### config.mk
export PLATFORM = sky130hd
export DESIGN_NAME = rsa_job_arbiter
export DESIGN_NICKNAME = d
export VERILOG_FILES = /design/src/rtl/rsa_ctrl_pkg.sv /design/src/rtl/rsa_watchdog.sv /design/src/rtl/rsa_job_arbiter.sv
export SDC_FILE = /design/constraint.sdc
export NUM_CORES = 1
export LEC_CHECK = 0
export ABC_AREA = 1
export ABC_CLOCK_PERIOD_IN_PS = 1800
export CORE_MARGIN = 3
export CORE_UTILIZATION = 40
export CTS_BUF_LIST = sky130_fd_sc_hd__clkbuf_8 sky130_fd_sc_hd__clkbuf_16
export DETAILED_ROUTE_END_ITERATION = 12
export PLACE_DENSITY = 0.72
export SLEW_MARGIN = 10
export SYNTH_ARGS = -nofsm -noshare
export SYNTH_HDL_FRONTEND = slang
export SYNTH_SLANG_ARGS = --single-unit
### constraint.sdc
create_clock -name clk -period 1.8 [get_ports clk]
set_input_delay 0.36 -clock clk [delete_from_list [all_inputs] [get_ports clk]]
set_output_delay 0.36 -clock clk [all_outputs]
set_load 0.05 [all_outputs]
### src/rtl/rsa_ctrl_pkg.sv
`default_nettype none
// ============================================================================
//  Module      : rsa_ctrl_pkg
//  Description : Shared types and codes for the rsa_unit job arbiter.
//                Holds the arbiter state encoding, the completion status
//                codes and the requester identifiers.
//  Revision    : 1.0 - initial release
// ============================================================================
package rsa_ctrl_pkg;

    // Arbiter state encoding
    typedef enum logic [2:0] {
        IDLE  = 3'd0,
        GRANT = 3'd1,
        RUN   = 3'd2,
        DONE  = 3'd3,
        ABORT = 3'd4
    } rsa_state_t;

    // Completion status returned alongside done_*
    localparam logic [1:0] ST_OK      = 2'b00;
    localparam logic [1:0] ST_TIMEOUT = 2'b01;
    localparam logic [1:0] ST_ABORT   = 2'b10;

    // Requester identifiers; also used as bit index into the pending vector
    localparam logic REQ_GPIO = 1'b0;
    localparam logic REQ_SPI  = 1'b1;

endpackage : rsa_ctrl_pkg
`default_nettype wire

### src/rtl/rsa_watchdog.sv
`default_nettype none
// ============================================================================
//  Module      : rsa_watchdog
//  Description : Clearable, enabled up-counter with a programmable terminal
//                value. Shared by the setup phase and the run-time watchdog.
//  Ports       : clk    - system clock
//                rst    - synchronous active-high reset
//                i_clr  - return count to zero (wins over i_en)
//                i_en   - advance count by one
//                i_term - terminal value compared against the count
//                o_tc   - count currently equals i_term
//  Revision    : 1.0 - initial release
// ============================================================================
module rsa_watchdog #(
    parameter int CNT_W = 13
) (
    input  logic             clk,
    input  logic             rst,
    input  logic             i_clr,
    input  logic             i_en,
    input  logic [CNT_W-1:0] i_term,
    output logic             o_tc
);

    logic [CNT_W-1:0] r_cnt;

    always_ff @(posedge clk) begin
        if (rst) begin
            r_cnt <= '0;
        end else if (i_clr) begin
            r_cnt <= '0;
        end else if (i_en) begin
            r_cnt <= r_cnt + CNT_W'(1);
        end
    end

    assign o_tc = (r_cnt == i_term);

endmodule : rsa_watchdog
`default_nettype wire

### src/rtl/rsa_job_arbiter.sv
`default_nettype none
// ============================================================================
//  Module      : rsa_job_arbiter
//  Description : Shares one rsa_unit between the GPIO and SPI requesters.
//                Latches start pulses, grants round-robin, sequences the
//                enable / reset-release / run phases, guards RUN with a
//                timeout watchdog and returns a done pulse plus status.
//  Ports       : clk, rst                 - clock, sync active-high reset
//                ena                      - global enable (freezes FSM)
//                req_gpio / req_spi       - start pulses
//                abort_gpio / abort_spi   - abort pulses
//                eoc_rsa_unit             - end of conversion from rsa_unit
//                en_rsa, rst_rsa          - rsa_unit enable / active-low reset
//                grant_gpio / grant_spi   - current owner indication
//                done_gpio / done_spi     - job-finished pulses
//                status                   - 00 OK, 01 TIMEOUT, 10 ABORT
//                busy                     - arbiter not idle
//  Revision    : 1.0 - initial release
// ============================================================================
module rsa_job_arbiter
    import rsa_ctrl_pkg::*;
#(
    parameter int SETUP_CYCLES   = 2,
    parameter int TIMEOUT_CYCLES = 4096,
    parameter int CNT_W          = 13
) (
    input  logic       clk,
    input  logic       rst,
    input  logic       ena,
    input  logic       req_gpio,
    input  logic       req_spi,
    input  logic       abort_gpio,
    input  logic       abort_spi,
    input  logic       eoc_rsa_unit,
    output logic       en_rsa,
    output logic       rst_rsa,
    output logic       grant_gpio,
    output logic       grant_spi,
    output logic       done_gpio,
    output logic       done_spi,
    output logic [1:0] status,
    output logic       busy
);

    localparam logic [CNT_W-1:0] C_SETUP_LAST   = CNT_W'(SETUP_CYCLES - 1);
    localparam logic [CNT_W-1:0] C_TIMEOUT_LAST = CNT_W'(TIMEOUT_CYCLES - 1);

    rsa_state_t r_state, w_state_nxt;
    logic [1:0] r_pend, w_pend_nxt;
    logic       r_owner;        // requester currently holding the unit
    logic       r_last;         // requester served by the most recent grant
    logic [1:0] r_status;       // outcome of the RUN phase (OK / TIMEOUT)

    logic [1:0] w_req, w_abort;
    logic       w_pick, w_grant_fire, w_abort_owner;
    logic       w_tc, w_cnt_clr, w_cnt_en;
    logic [CNT_W-1:0] w_cnt_term;
    logic       w_owns;

    assign w_req         = {req_spi, req_gpio};
    assign w_abort       = {abort_spi, abort_gpio};
    assign w_abort_owner = w_abort[r_owner];

    // Both pending: serve the one not served last; otherwise the only one pending.
    assign w_pick       = (&r_pend) ? ~r_last : r_pend[REQ_SPI];
    assign w_grant_fire = ena && (r_state == IDLE) && (|r_pend);

    // Pending capture is independent of ena. Abort beats a same-cycle
    // request; a fresh request re-queues even the requester being granted.
    always_comb begin
        w_pend_nxt = r_pend;
        for (int i = 0; i < 2; i++) begin
            if (w_abort[i]) begin
                w_pend_nxt[i] = 1'b0;
            end else if (w_req[i]) begin
                w_pend_nxt[i] = 1'b1;
            end else if (w_grant_fire && (w_pick == 1'(i))) begin
                w_pend_nxt[i] = 1'b0;
            end
        end
    end

    always_comb begin
        w_state_nxt = r_state;
        if (ena) begin
            case (r_state)
                IDLE: begin
                    if (|r_pend) w_state_nxt = GRANT;
                end
                GRANT: begin
                    if (w_abort_owner)  w_state_nxt = ABORT;
                    else if (w_tc)      w_state_nxt = RUN;
                end
                RUN: begin
                    if (eoc_rsa_unit)       w_state_nxt = DONE;
                    else if (w_abort_owner) w_state_nxt = ABORT;
                    else if (w_tc)          w_state_nxt = DONE;
                end
                DONE:    w_state_nxt = IDLE;
                ABORT:   w_state_nxt = IDLE;
                default: w_state_nxt = IDLE;
            endcase
        end
    end

    // Counter restarts from zero on every state change, so the same
    // counter times the setup phase and then the run watchdog.
    assign w_cnt_clr  = (w_state_nxt != r_state);
    assign w_cnt_en   = ena && ((r_state == GRANT) || (r_state == RUN));
    assign w_cnt_term = (r_state == GRANT) ? C_SETUP_LAST : C_TIMEOUT_LAST;

    rsa_watchdog #(
        .CNT_W (CNT_W)
    ) u_watchdog (
        .clk    (clk),
        .rst    (rst),
        .i_clr  (w_cnt_clr),
        .i_en   (w_cnt_en),
        .i_term (w_cnt_term),
        .o_tc   (w_tc)
    );

    always_ff @(posedge clk) begin
        if (rst) begin
            r_state  <= IDLE;
            r_pend   <= 2'b00;
            r_owner  <= REQ_GPIO;
            r_last   <= REQ_SPI;    // makes GPIO the first winner of a tie
            r_status <= ST_OK;
        end else begin
            r_state <= w_state_nxt;
            r_pend  <= w_pend_nxt;
            if (w_grant_fire) begin
                r_owner <= w_pick;
                r_last  <= w_pick;
            end
            // Last write before leaving RUN is the one DONE reports.
            if (ena && (r_state == RUN)) begin
                r_status <= eoc_rsa_unit ? ST_OK : ST_TIMEOUT;
            end
        end
    end

    // Moore output decode
    assign w_owns     = (r_state == GRANT) || (r_state == RUN) || (r_state == DONE);
    assign en_rsa     = w_owns;
    assign rst_rsa    = (r_state == RUN) || (r_state == DONE);
    assign grant_gpio = w_owns && (r_owner == REQ_GPIO);
    assign grant_spi  = w_owns && (r_owner == REQ_SPI);
    assign done_gpio  = ((r_state == DONE) || (r_state == ABORT)) && (r_owner == REQ_GPIO);
    assign done_spi   = ((r_state == DONE) || (r_state == ABORT)) && (r_owner == REQ_SPI);
    assign status     = (r_state == ABORT) ? ST_ABORT :
                        (r_state == DONE)  ? r_status : ST_OK;
    assign busy       = (r_state != IDLE);

endmodule : rsa_job_arbiter
`default_nettype wire

==> results.json <==
{
  "antenna_left": 0,
  "timing.hold.ws_ns": 0.472,
  "first_pass_iters": 4,
  "synthTopCellsByArea": "dfxtp_1 (31%), nand2_1 (9.9%), nor3_2 (7.3%)",
  "p_switching_mw": 0.247,
  "post-route-drc-count": 0,
  "area_delta_synth_final_pct": 46.1,
  "io_pins": 17,
  "synth_xor_area_frac": 0.0768,
  "netlist.area_leader.share": 0.307,
  "place_inst": 261,
  "clock-sinks": 21,
  "synthAdderAreaFrac": 0.00914,
  "outcome": "finished, final reports clean",
  "track_usage": 0.152,
  "synth_edf_count": 0,
  "hpwl_um": 2290,
  "clock_latency_ns": 0.26,
  "path_clk_slew_ns": 0.08,
  "crit-reg2reg-launch": "u_watchdog.r_cnt[9]$_SDFFE_PP0P_",
  "finalCriticalPeriod_ns": 1.70,
  "drt-initial-drc-count": 37,
  "rows": 20,
  "synth.distinct_cells": 29,
  "vias": 1207,
  "cts_buffers": 3,
  "cap_violations": 0,
  "numPortBuffers": 16,
  "grt_antenna_before_repair": 0,
  "crit_end": "done_spi",
  "regArea_um2": 435,
  "p_total_mw": 0.942,
  "crit_start": "r_state[1]$_SDFF_PP0_",
  "tritoncts": "yes",
  "drive_above_1_share": 0.444,
  "critical_path_arrival_ns": 1.34,
  "grt_first_pass_wirelength_um": 5040,
  "syn_avg_cell_area_um2": 7.56,
  "die_y_um": 64.5,
  "regToRegSetupSlack_ns": 0.12,
  "synth_cells": 181,
  "netlist_area_um2": 1370,
  "fmax_mhz": 589,
  "wire_per_inst_um": 10.7,
  "fin_crit_sh": 0.944,
  "cp_cell_sequence": "nor2_2, inv_1, nor2_4, a21oi_4, nor2_4, buf_12",
  "crit_path_start_kind": "flip-flop",
  "synthMuxAreaShare": 0,
  "r2r-end": "u_watchdog.r_cnt[1]$_SDFFE_PP0P_",
  "slowest_stage": "dfxtp_2",
  "finClkSkew_ns": 0.00695,
  "slew_viol_final": 0,
  "peakVddDrop_uv": 312,
  "end_kind": "primary output",
  "relSlewSlack": 0.812,
  "clockBufferDepth": 2,
  "sw_frac_of_total": 0.262,
  "vias_per_cell": 4.52,
  "yosys_warnings": 0,
  "leakagePower_nw": 0.854,
  "core_area_um2": 3150,
  "multi_input_comb_area_um2": 900,
  "slowest_delay_ns": 0.37,
  "num-nets-final": 233,
  "path_max_fanout": 6,
  "required_ns": 1.44,
  "hold_path.class": "reg -> reg",
  "yosysSeqAreaShare": 0.307,
  "power_frac_comb": 0.171,
  "r2r_cells": 15,
  "grt-ovfl-total": 0,
  "fill_cells": 277,
  "critPathKind": "reg -> out",
  "cts-root-buf": "clkbuf_8",
  "synth_compound_area_frac": 0.0530,
  "async_flop_share": 0,
  "clockPowerShare": 0.321,
  "fp.dieW_um": 64.5,
  "dp_slack_ns": -0.0851,
  "yosys.area.top_type": "dfxtp_1",
  "grt_pass1_vias": 1129,
  "finalHoldViolCount": 0,
  "die-area_um2": 4160,
  "wirelength_um": 2850,
  "synth_top_family_by_area": "simple AND/OR/NAND/NOR gates",
  "seq_power_share": 0.508,
  "cellPowerDensity_nw_per_um2": 471,
  "antenna-diode-count": 0,
  "htreeDepth": 1,
  "grt_start_max_net_pins": 14,
  "worst-slew-pin-transition_ns": 0.281,
  "worst_slack_ns": 0.101,
  "synth_flop_cell": "dfxtp_1",
  "synth_nets": 190,
  "synth-simple-area-share": 0.455,
  "ys_ff_latch": 21,
  "p_int_mw": 0.695,
  "gp_congestion": 0.823,
  "setup_violations": 0,
  "stdcell_count": 267,
  "crit_top_cell": "nor2_4",
  "start_util": 0.434
}
synth_stat cells, types with 5 or more instances:
cell,n
a21oi_1,8
dfxtp_1,21
inv_1,20
nand2_1,36
nand2_2,8
nand3_1,5
nor2_1,19
nor3_1,7
nor3_2,10
xnor2_1,6
xor2_1,6
final cells by class:
cell class | instances | area share
Clock inverter | 1 | 0.00188
Tap cell | 44 | 0.0275
Timing Repair Buffer | 43 | 0.239
Sequential cell | 21 | 0.218
Multi-Input combinational cell | 132 | 0.450
Clock buffer | 3 | 0.0207
Inverter | 23 | 0.0432
repair_timing:
| action | CTS | global route |
|---|---|---|
| hold buffers | 0 | 0 |
| gates resized for setup | 2 | 17 |
| buffers inserted | 0 | 2 |
| endpoints found under the setup margin | 2 | 15 |
| pin swaps | 0 | 3 |
worst min path at each step:
stage / startpoint / end / slack [ns] / cells after the start
final: r_last$_SDFFE_PP1P_ / r_last$_SDFFE_PP1P_ / 0.47 / 2
after global routing: r_last$_SDFFE_PP1P_ / r_last$_SDFFE_PP1P_ / 0.52 / 2
after CTS: r_last$_SDFFE_PP1P_ / r_last$_SDFFE_PP1P_ / 0.47 / 2
after detailed placement: r_last$_SDFFE_PP1P_ / r_last$_SDFFE_PP1P_ / 0.45 / 2
after global placement: r_last$_SDFFE_PP1P_ / r_last$_SDFFE_PP1P_ / 0.45 / 2
after floorplan: r_last$_SDFFE_PP1P_ / r_last$_SDFFE_PP1P_ / 0.43 / 2
kinds of logic (layout without fill, tap and decap cells):
| group | Yosys count | count (layout) |
|---|---|---|
| flip-flops | 21 | 21 |
| AND/OR/NAND/NOR | 106 | 106 |
| XOR/XNOR | 12 | 12 |
| adder cells (fa/ha/maj) | 1 | 1 |
| buffers and inverters | 28 | 70 |
| AO/OA/AOI/OAI | 13 | 13 |
registers in the layout (all words and copies together) (netlist names):
signal,count
u_watchdog.r_cnt,13
r_owner,1
r_state,3
r_pend,2
r_last,1
r_status,1
cell usage in the layout (no fill, tap or decap), types with 2 or more instances in the layout:
| cell type | netlist | routed |
|---|---|---|
| a21oi_1 | 8 | 6 |
| buf_12 | 0 | 11 |
| buf_4 | 0 | 25 |
| clkbuf_8 | 0 | 3 |
| clkdlybuf4s50_1 | 0 | 7 |
| dfxtp_1 | 21 | 11 |
| dfxtp_2 | 0 | 9 |
| inv_1 | 20 | 21 |
| inv_2 | 3 | 3 |
| nand2_1 | 36 | 36 |
| nand2_2 | 8 | 8 |
| nand3_1 | 5 | 4 |
| nand3_2 | 4 | 5 |
| nand4_1 | 4 | 4 |
| nor2_1 | 19 | 13 |
| nor2_2 | 4 | 6 |
| nor2_4 | 2 | 6 |
| nor3_1 | 7 | 2 |
| nor3_2 | 10 | 14 |
| o21ai_0 | 3 | 3 |
| xnor2_1 | 6 | 6 |
| xor2_1 | 6 | 6 |
critical path: cells and delay by family, from the launching register on:
kind	cells	cell delay (ns)
AND/OR/NAND/NOR	3	0.43
flip-flops	1	0.37
AO/OA/AOI/OAI	1	0.07
buffers and inverters	2	0.22
per-stage QoR:
| step | TNS, ns | instance area, um^2 | util |
|---|---|---|---|
| final | 0 | 2000 | 0.634 |
| after global routing | -0.357 | 2000 | 0.634 |
| after CTS | 0 | 1930 | 0.613 |
| after detailed placement | -0.661 | 1880 | 0.598 |
| after global placement | -0.470 | 1880 | 0.598 |
| after floorplan | 0 | 1420 | - |
power by group through the flow:
stage	logic [mW]	registers, mW	clock network (mW)
floorplan	0.0871	0.487	0
global placement	0.155	0.491	0
detailed placement	0.157	0.491	0
CTS	0.158	0.480	0.312
global route	0.175	0.480	0.338
finish	0.161	0.479	0.303
per-layer routing:
| metal | routed length, um | track usage | up-vias |
|---|---|---|---|
| met4 | 22 | 0.0317 | 0 |
| met5 | 0 | 0 | - |
| met3 | 66 | 0.0260 | 2 |
| li1 | - | - | 657 |
| met2 | 1260 | 0.228 | 10 |
| met1 | 1500 | 0.226 | 538 |
Note: power is estimated with default switching activity, not from simulation.
